### src/rtl/bp_pkg.sv
`default_nettype none
// ============================================================================
//  Module      : bp_pkg
//  Description : Shared types and constants for the branch-predictor
//                fetch-to-resolve tracker. bp_entry_t is sized for the
//                largest supported history width; narrower configurations
//                use the low WIDTH bits of each field.
//  Revision    : 1.0 - initial release
// ============================================================================
package bp_pkg;

    // Width of a fetch byte address.
    localparam int BP_PC_WIDTH  = 16;

    // Largest supported PHT index / GHR width.
    localparam int BP_MAX_WIDTH = 15;

    // One in-flight conditional branch: PHT index used at fetch, the
    // prediction that steered fetch, and the speculative history at fetch.
    typedef struct packed {
        logic [BP_MAX_WIDTH-1:0] index;
        logic                    pred;
        logic [BP_MAX_WIDTH-1:0] ghr;
    } bp_entry_t;

endpackage : bp_pkg
`default_nettype wire

### src/rtl/bp_fifo.sv
`default_nettype none
// ============================================================================
//  Module      : bp_fifo
//  Description : In-order FIFO of in-flight branches. DEPTH entries of
//                bp_entry_t with push, pop and a single-cycle flush that
//                empties the queue (flush overrides push and pop).
//  Ports       : clk, reset_n        - clock, async active-low reset
//                push / push_entry   - enqueue request and payload
//                pop                 - dequeue the head entry
//                flush               - drop every entry
//                head_entry          - oldest entry (valid when !empty)
//                full / empty        - registered-count decodes
//  Revision    : 1.0 - initial release
// ============================================================================
module bp_fifo
    import bp_pkg::*;
#(
    parameter int DEPTH = 4
) (
    input  logic      clk,
    input  logic      reset_n,
    input  logic      push,
    input  bp_entry_t push_entry,
    input  logic      pop,
    input  logic      flush,
    output bp_entry_t head_entry,
    output logic      full,
    output logic      empty
);

    localparam int PTR_W = $clog2(DEPTH);
    localparam int CNT_W = PTR_W + 1;

    localparam logic [PTR_W-1:0] PTR_ONE  = PTR_W'(1);
    localparam logic [CNT_W-1:0] CNT_ONE  = CNT_W'(1);
    localparam logic [CNT_W-1:0] CNT_FULL = CNT_W'(DEPTH);

    bp_entry_t        mem_q [DEPTH];
    bp_entry_t        mem_d [DEPTH];
    logic [PTR_W-1:0] wr_ptr_q, wr_ptr_d;
    logic [PTR_W-1:0] rd_ptr_q, rd_ptr_d;
    logic [CNT_W-1:0] count_q,  count_d;

    logic push_ok;
    logic pop_ok;

    assign full       = (count_q == CNT_FULL);
    assign empty      = (count_q == '0);
    assign head_entry = mem_q[rd_ptr_q];

    // Guard against overflow/underflow even if the caller does not.
    assign push_ok = push && !full;
    assign pop_ok  = pop  && !empty;

    always_comb begin
        mem_d    = mem_q;
        wr_ptr_d = wr_ptr_q;
        rd_ptr_d = rd_ptr_q;
        count_d  = count_q;
        if (flush) begin
            wr_ptr_d = '0;
            rd_ptr_d = '0;
            count_d  = '0;
        end else begin
            if (push_ok) begin
                mem_d[wr_ptr_q] = push_entry;
                // DEPTH is a power of two, so the pointer wraps naturally.
                wr_ptr_d        = wr_ptr_q + PTR_ONE;
            end
            if (pop_ok) begin
                rd_ptr_d = rd_ptr_q + PTR_ONE;
            end
            case ({push_ok, pop_ok})
                2'b10:   count_d = count_q + CNT_ONE;
                2'b01:   count_d = count_q - CNT_ONE;
                default: count_d = count_q;
            endcase
        end
    end

    always_ff @(posedge clk or negedge reset_n) begin
        if (!reset_n) begin
            wr_ptr_q <= '0;
            rd_ptr_q <= '0;
            count_q  <= '0;
        end else begin
            wr_ptr_q <= wr_ptr_d;
            rd_ptr_q <= rd_ptr_d;
            count_q  <= count_d;
        end
    end

    // Payload storage carries no reset; only the pointers define validity.
    always_ff @(posedge clk) begin
        mem_q <= mem_d;
    end

endmodule : bp_fifo
`default_nettype wire

### src/rtl/bp_resolve_tracker.sv
`default_nettype none
// ============================================================================
//  Module      : bp_resolve_tracker
//  Description : Fetch-to-resolve companion of the 2-bit PHT. Forms the
//                gshare index at fetch, tracks in-flight predictions, and at
//                resolution drives the registered PHT update port and a
//                one-cycle mispredict flush. Owns the speculative and the
//                architectural global history registers.
//  Ports       : clk, reset_n                 - clock, async active-low reset
//                fetch_valid, fetch_pc        - branch at fetch
//                index_fetch                  - combinational PHT read index
//                pht_pred, predict_taken      - PHT prediction in / qualified
//                full, empty                  - in-flight queue status
//                resolve_valid, resolve_taken - oldest branch resolves
//                load, index_mem, BEN         - registered PHT update port
//                mispredict                   - registered flush pulse
//                protocol_err                 - sticky misuse flag
//  Revision    : 1.0 - initial release
// ============================================================================
module bp_resolve_tracker
    import bp_pkg::*;
#(
    parameter int WIDTH = 15,
    parameter int DEPTH = 4
) (
    input  logic                   clk,
    input  logic                   reset_n,
    input  logic                   fetch_valid,
    input  logic [BP_PC_WIDTH-1:0] fetch_pc,
    output logic [WIDTH-1:0]       index_fetch,
    input  logic                   pht_pred,
    output logic                   predict_taken,
    output logic                   full,
    output logic                   empty,
    input  logic                   resolve_valid,
    input  logic                   resolve_taken,
    output logic                   load,
    output logic [WIDTH-1:0]       index_mem,
    output logic                   BEN,
    output logic                   mispredict,
    output logic                   protocol_err
);

    logic [WIDTH-1:0] spec_ghr_q, spec_ghr_d;
    logic [WIDTH-1:0] arch_ghr_q, arch_ghr_d;
    logic             load_q, load_d;
    logic [WIDTH-1:0] index_mem_q, index_mem_d;
    logic             ben_q, ben_d;
    logic             mispredict_q, mispredict_d;
    logic             protocol_err_q, protocol_err_d;

    logic [WIDTH-1:0] spec_ghr_shift;
    logic [WIDTH-1:0] arch_ghr_shift;

    logic      fetch_acc;
    logic      resolve_acc;
    logic      mispredict_now;
    logic      fifo_push;
    bp_entry_t push_entry;
    bp_entry_t head_entry;

    // Instructions are 2-byte aligned, so PC bit 0 carries no information.
    assign index_fetch   = fetch_pc[WIDTH:1] ^ spec_ghr_q;

    assign fetch_acc     = fetch_valid && !full;
    assign resolve_acc   = resolve_valid && !empty;
    assign mispredict_now = resolve_acc && (head_entry.pred != resolve_taken);
    // A fetch alongside a mispredict is on the wrong path: drop it.
    assign fifo_push     = fetch_acc && !mispredict_now;
    assign predict_taken = fetch_acc && pht_pred;

    // History shift; a one-bit history is just the newest outcome.
    generate
        if (WIDTH == 1) begin : g_ghr_w1
            assign spec_ghr_shift = pht_pred;
            assign arch_ghr_shift = resolve_taken;
        end else begin : g_ghr_wn
            assign spec_ghr_shift = {spec_ghr_q[WIDTH-2:0], pht_pred};
            assign arch_ghr_shift = {arch_ghr_q[WIDTH-2:0], resolve_taken};
        end
    endgenerate

    always_comb begin
        push_entry                   = '0;
        push_entry.index[WIDTH-1:0]  = index_fetch;
        push_entry.pred              = pht_pred;
        push_entry.ghr[WIDTH-1:0]    = spec_ghr_q;
    end

    always_comb begin
        spec_ghr_d     = spec_ghr_q;
        arch_ghr_d     = arch_ghr_q;
        load_d         = resolve_acc;
        index_mem_d    = index_mem_q;
        ben_d          = resolve_acc && resolve_taken;
        mispredict_d   = mispredict_now;
        protocol_err_d = protocol_err_q
                       || (fetch_valid && full)
                       || (resolve_valid && empty);

        if (resolve_acc) begin
            index_mem_d = head_entry.index[WIDTH-1:0];
            arch_ghr_d  = arch_ghr_shift;
        end

        // Recovery restarts speculation from the corrected architectural
        // history, which already includes the resolving outcome.
        if (mispredict_now) begin
            spec_ghr_d = arch_ghr_shift;
        end else if (fifo_push) begin
            spec_ghr_d = spec_ghr_shift;
        end
    end

    always_ff @(posedge clk or negedge reset_n) begin
        if (!reset_n) begin
            spec_ghr_q     <= '0;
            arch_ghr_q     <= '0;
            load_q         <= 1'b0;
            index_mem_q    <= '0;
            ben_q          <= 1'b0;
            mispredict_q   <= 1'b0;
            protocol_err_q <= 1'b0;
        end else begin
            spec_ghr_q     <= spec_ghr_d;
            arch_ghr_q     <= arch_ghr_d;
            load_q         <= load_d;
            index_mem_q    <= index_mem_d;
            ben_q          <= ben_d;
            mispredict_q   <= mispredict_d;
            protocol_err_q <= protocol_err_d;
        end
    end

    assign load         = load_q;
    assign index_mem    = index_mem_q;
    assign BEN          = ben_q;
    assign mispredict   = mispredict_q;
    assign protocol_err = protocol_err_q;

    bp_fifo #(
        .DEPTH      (DEPTH)
    ) u_fifo (
        .clk        (clk),
        .reset_n    (reset_n),
        .push       (fifo_push),
        .push_entry (push_entry),
        .pop        (resolve_acc),
        .flush      (mispredict_now),
        .head_entry (head_entry),
        .full       (full),
        .empty      (empty)
    );

    // Bits carried for completeness but not consumed here.
    logic unused_bits;
    assign unused_bits = ^{fetch_pc, head_entry.ghr, head_entry.index, arch_ghr_q};

endmodule : bp_resolve_tracker
`default_nettype wire
### config.mk
export PLATFORM = sky130hd
export DESIGN_NAME = bp_resolve_tracker
export DESIGN_NICKNAME = d
export VERILOG_FILES = /design/src/rtl/bp_pkg.sv /design/src/rtl/bp_fifo.sv /design/src/rtl/bp_resolve_tracker.sv
export SDC_FILE = /design/constraint.sdc
export NUM_CORES = 1
export LEC_CHECK = 0
export ABC_CLOCK_PERIOD_IN_PS = 5200
export CAP_MARGIN = 20
export CORE_MARGIN = 5
export CORE_UTILIZATION = 55
export CTS_CLUSTER_SIZE = 14
export DETAILED_ROUTE_END_ITERATION = 10
export MAX_ROUTING_LAYER = met4
export PLACE_DENSITY = 0.79
export SETUP_SLACK_MARGIN = 0.3
export SYNTH_ARGS = -nofsm -noshare
export SYNTH_HDL_FRONTEND = slang
export SYNTH_SLANG_ARGS = --single-unit
### constraint.sdc
create_clock -name clk -period 5.2 [get_ports clk]
set_clock_uncertainty 0.05 [all_clocks]
set_input_delay 0.52 -clock clk [delete_from_list [all_inputs] [get_ports clk]]
set_output_delay 0.52 -clock clk [all_outputs]
set_load 0.05 [all_outputs]
==> results of run 1 <==
==> logic make-up after synthesis <==
family                   after synthesis  synth area share
flip-flops                           119             0.651
AND/OR/NAND/NOR                      116             0.101
multiplexers                          51             0.149
buffers and inverters                 24            0.0230
AO/OA/AOI/OAI                         21            0.0272
XOR/XNOR                              20            0.0346
adder cells (fa/ha/maj)                5            0.0138
==> state kept, by name (all words and copies together), names as in the netlist <==
signal           cells
u_fifo.mem_q        64
spec_ghr_q          15
load                 1
BEN                  1
u_fifo.rd_ptr_q      2
u_fifo.wr_ptr_q      2
mispredict           1
index_mem           15
protocol_err         1
u_fifo.count_q       3
arch_ghr_q          14
==> how the worst min path moves through the flow <==
stage                  startpoint              to  slack (ps)  depth (start not counted)
floorplan                 reset_n             BEN         170                          0
global placement    index_mem[14]   index_mem[14]         410                          2
detailed placement   index_mem[0]    index_mem[0]         410                          2
CTS                       reset_n  arch_ghr_q[10]         110                          2
global route              reset_n  spec_ghr_q[11]         160                          2
finish                    reset_n  spec_ghr_q[11]         100                          2
==> layer usage <==
metal / wire [um] / vias up
li1: - / 1393
met1: 4150 / 1541
met2: 5490 / 108
met3: 619 / 24
met4: 244 / 0
met5: 0 / -
==> power by group <==
part           switching [mW]  internal (mW)
clock network           0.398          0.772
registers               0.205           1.36
logic                    1.01          0.623
total                    1.61           2.76
==> layout make-up <==
class	count	area [um^2]	share of cell area
timing repair buffer	64	618	0.0974
clock buffer	18	418	0.0658
multi-input combinational	213	1670	0.263
clock inverter	14	183	0.0288
sequential	119	3300	0.520
inverter	6	23.8	0.00374
tap	111	139	0.0219
==> worst reg2reg max path, cell delays in order, from the launching register on <==
cell and delay (ps):
dfrtp_1 460, or2_1 340, o21ai_2 840, inv_2 600, and2_1 320, fa_1 430, nor4_1 330, a31oi_1 80
o221ai_1 200
==> stage by stage <==
step | instance area, um^2 | hold slack, ps
floorplan | 5060 | 174
global placement | 5750 | 407
detailed placement | 5750 | 411
CTS | 6350 | 114
global route | 6350 | 159
finish | 6350 | 104
==> Yosys cell counts, types with 3 or more instances <==
cell type,number
xnor2_1,4
xor2_1,16
clkbuf_1,10
edfxtp_1,64
dfrtp_1,55
a21oi_1,3
nor2_1,4
mux2_2,24
mux2_4,5
ha_1,4
nand2_1,92
o21ai_0,7
buf_4,4
mux4_2,15
nor3b_1,4
mux2i_1,6
inv_1,4
==> flow_summary.json, run 1 <==
{
  "path_clk_slew_ps": 60,
  "drv_cap": 0,
  "worstPathArrival_ps": 4100,
  "maxSlewViolCount": 0,
  "met1_usage": 0.246,
  "grt_usage": 0.209,
  "drtPass1Iterations": 4,
  "start_util": 0.556,
  "tritoncts": "done",
  "end_kind": "flip-flop",
  "leakage_nw": 2.61,
  "final_common_cell": "nand2_1",
  "post_cts_resized": 0,
  "rsz0062_at_grt": "no",
  "grt_max_degree": 56,
  "wl_per_cell_um": 19.3,
  "gp_congestion": 0.826,
  "yosys-top-cells-area": "edfxtp_1 (38%), dfrtp_1 (27%), nand2_1 (6.8%)",
  "die_y_um": 106,
  "cts_buffer_depth": 2,
  "core_um2": 9110,
  "critPathSlowestCell": "o21ai_2",
  "drt.antenna.violating_nets": 0,
  "startpoint_type": "flip-flop",
  "utilization": 0.697,
  "synth_area_um2": 5060,
  "r2r-start": "u_fifo.count_q[1]",
  "rows": 35,
  "cp_max_fo": 37,
  "ys_seq_area_frac": 0.651,
  "grt_pass1_wl_um": 17100,
  "syn_to_final_growth_pct": 25.4,
  "vdd_drop_max_mv": 0.325,
  "dpl.hpwl_um": 6310,
  "use_met3": 0.0522,
  "grt_pass1_vias": 3267,
  "yosysUniqueCellTypes": 46,
  "finalCriticalPeriod_ps": 3730,
  "cp_top_family": "compound AO/OA/AOI/OAI gates",
  "synth_nets": 383,
  "synth_flop_cell": "edfxtp_1",
  "powerDensity_nw_per_um2": 688,
  "grt-ovfl-total": 0,
  "p_total_mw": 4.37,
  "pre_cts_slack_ps": 1460,
  "layout-drive-gt1-share": 0.214,
  "cpPeakStageDelay_ps": 840,
  "async_reset_ff_frac": 0.462,
  "required_ps": 5570,
  "first_iter_violations": 162,
  "cts-hold-fix-buffers": 0,
  "io_pins": 59,
  "grt_antenna_before_repair": 0,
  "setup_viol": 0,
  "fmax_ghz": 0.268,
  "worst_pin_slew_ps": 1070,
  "ys_ff_latch": 119,
  "clkLatencyLatePin_ps": 510,
  "yosysTopAreaCellShare": 0.380,
  "crit_buf_inv": 1,
  "wl_um": 10500,
  "met2_usage": 0.341,
  "fin_crit_sh": 0.717,
  "numPortBuffers": 57,
  "die_w_um": 106,
  "reg2reg_depth": 8,
  "cts_setup_buffers": 0,
  "slew_headroom": 0.285,
  "die_area_um2": 11200,
  "cp-endpoint": "u_fifo.count_q[2]",
  "setup-tns-final_ps": 0,
  "fill_cells": 617,
  "worstSetupStartpoint": "u_fifo.count_q[1]",
  "cts.sinks": 119,
  "hold_class": "input pin to async pin",
  "cts_made_buffers": 17,
  "netlist_instances": 356,
  "crit_type": "flip-flop to flip-flop",
  "mostFrequentLayoutCells": "nand2_1 (92), edfxtp_1 (64), clkdlybuf4s50_1 (56), dfrtp_1 (55), mux2_2 (24)",
  "path_cells": "or2_1 > o21ai_2 > inv_2 > and2_1 > fa_1 > nor4_1 > a31oi_1 > o221ai_1",
  "timing.rr.end": "u_fifo.count_q[2]",
  "viasPerCell": 5.63,
  "vias": 3066,
  "crit_cells": 8,
  "r2r_slack_ps": 1470,
  "n_antenna_cell": 0,
  "yosys.area.top_type": "edfxtp_1",
  "dp.cells": 513,
  "finalHoldViolCount": 0,
  "finalWorstSetupSlack_ps": 1470,
  "status": "finished clean",
  "root_buffer": "clkbuf_8",
  "finalNonFillerCells": 545,
  "drc": 0,
  "h-tree-depth": 4,
  "top_usage_layer": "met2",
  "ys.warnings.count": 0,
  "finalNetCount": 448,
  "synth_edf_count": 64,
  "avgSynthCellArea_um2": 14.2
}
Note: power is estimated with default switching activity, not from simulation.
==> run 2, diff against run 1 <==
--- a/config.mk
+++ b/config.mk
@@ -5,7 +5,7 @@
 export SDC_FILE = /design/constraint.sdc
 export NUM_CORES = 1
 export LEC_CHECK = 0
-export ABC_CLOCK_PERIOD_IN_PS = 5200
+export ABC_CLOCK_PERIOD_IN_PS = 3900
 export CAP_MARGIN = 20
 export CORE_MARGIN = 5
 export CORE_UTILIZATION = 55
==> constraint.sdc (replaced) <==
create_clock -name clk -period 3.9 [get_ports clk]
set_clock_uncertainty 0.05 [all_clocks]
set_input_delay 0.39 -clock clk [delete_from_list [all_inputs] [get_ports clk]]
set_output_delay 0.39 -clock clk [all_outputs]
set_load 0.05 [all_outputs]
==> flow_summary.json, run 2 (synthesis results as in run 1) <==
{
  "r2r-start": "u_fifo.count_q[0]",
  "grt_usage": 0.207,
  "core_um2": 9110,
  "timing.rr.end": "u_fifo.mem_q[84]",
  "finalCriticalPeriod_ps": 2960,
  "finalNetCount": 453,
  "setup_viol": 0,
  "slew_headroom": 0.454,
  "setup-tns-final_ps": 0,
  "drc": 0,
  "drt.antenna.violating_nets": 0,
  "grt_pass1_wl_um": 17100,
  "vias": 3027,
  "grt-ovfl-total": 0,
  "start_util": 0.556,
  "first_iter_violations": 180,
  "path_clk_slew_ps": 60,
  "n_antenna_cell": 0,
  "syn_to_final_growth_pct": 25.8,
  "die_y_um": 106,
  "grt_max_degree": 56,
  "fill_cells": 612,
  "viasPerCell": 5.50,
  "mostFrequentLayoutCells": "nand2_1 (92), edfxtp_1 (64), clkdlybuf4s50_1 (56), dfrtp_1 (55), mux2_2 (24)",
  "largest_reg_flops": 64,
  "top_register": "u_fifo.mem_q",
  "h-tree-depth": 4,
  "fmax_ghz": 0.338,
  "io_pins": 59,
  "cts_setup_buffers": 0,
  "p_total_mw": 5.76,
  "end_kind": "flip-flop",
  "r2r_slack_ps": 940,
  "die_w_um": 106,
  "hold_class": "flip-flop to flip-flop",
  "worst_pin_slew_ps": 818,
  "layout-drive-gt1-share": 0.223,
  "numPortBuffers": 57,
  "post_cts_resized": 0,
  "reg2reg_depth": 5,
  "cts_buffer_depth": 2,
  "final_common_cell": "nand2_1",
  "worstSetupStartpoint": "u_fifo.count_q[0]",
  "fin_crit_sh": 0.759,
  "tritoncts": "done",
  "rows": 35,
  "worstHoldStart": "index_mem[14]",
  "wl_per_cell_um": 18.8,
  "whs_endpoint": "index_mem[14]",
  "cp_max_fo": 15,
  "gp_congestion": 0.814,
  "clkLatencyLatePin_ps": 520,
  "cts_made_buffers": 17,
  "maxSlewViolCount": 0,
  "required_ps": 4060,
  "rsz0062_at_grt": "no",
  "cts-hold-fix-buffers": 1,
  "crit_type": "flip-flop to flip-flop",
  "die_area_um2": 11200,
  "min_delay_path_depth": 2,
  "leakage_nw": 2.64,
  "dpl.hpwl_um": 6470,
  "drv_cap": 0,
  "vdd_drop_max_mv": 0.347,
  "startpoint_type": "flip-flop",
  "finalHoldViolCount": 0,
  "wl_um": 10400,
  "root_buffer": "clkbuf_8",
  "drtPass1Iterations": 4,
  "grt_antenna_before_repair": 0,
  "cts.sinks": 119,
  "place_area_um2": 5780,
  "powerDensity_nw_per_um2": 904,
  "utilization": 0.699,
  "status": "finished clean",
  "worstPathArrival_ps": 3120,
  "fin_area_um2": 6370,
  "grt_pass1_vias": 3212
}
-- run 2: cell count changes in the layout (fill, tap and decap cells not counted) --
cell	change
dlygate4sd3_1	+1
clkinv_1	-1
clkbuf_16	+2
clkinvlp_4	-3
buf_4	+4
clkinv_2	-3
clkinv_4	+3
inv_4	+3
inv_6	+2
bufinv_16	-3
-- run 2: how the worst max path moves through the flow --
stage,endpoint,cells past startpoint
6_report,u_fifo.mem_q[84],5
5_1_grt,u_fifo.mem_q[16],5
4_1_cts,u_fifo.mem_q[85],5
3_5_place_dp,u_fifo.mem_q[21],6
3_3_place_gp,u_fifo.mem_q[112],6
2_1_floorplan,u_fifo.mem_q[108],6
-- run 2: report_power, final --
| group | leakage (nW) | internal (mW) | switching, mW |
|---|---|---|---|
| clock network | 0.287 | 0.927 | 0.566 |
| logic | 1.07 | 0.844 | 1.35 |
| registers | 1.29 | 1.82 | 0.249 |
| total | 2.64 | 3.59 | 2.17 |
-- run 2: layout make-up --
| class | count | area [um^2] | area share |
|---|---|---|---|
| well taps | 111 | 139 | 0.0218 |
| clock inverters | 12 | 114 | 0.0179 |
| clock buffers | 20 | 468 | 0.0735 |
| inverters | 6 | 23.8 | 0.00373 |
| repair buffers | 69 | 658 | 0.103 |
| multi-input cells | 213 | 1670 | 0.262 |
| flip-flops and latches | 119 | 3300 | 0.518 |
-- run 2: worst max-delay path, cell delays in order (launching register included) --
cell and delay [ps]:
dfrtp_1 470, or2_1 310, o21ai_2 660, nor3_4 150, nor3b_2 680, buf_4 320
-- run 2: metrics by stage --
step | hold WS, ps | worst slack, ps | std cells
floorplan | 44.4 | 799 | 356
global route | 442 | 780 | 550
finish | 419 | 938 | 550
global placement | 404 | 799 | 517
detailed placement | 412 | 722 | 517
CTS | 427 | 926 | 550
-- run 2: routing by layer --
metal / routed length, um / GRT usage
met3: 625 / 0.0504
met5: 0 / -
met4: 136 / 0.0777
met2: 5450 / 0.335
met1: 4150 / 0.255
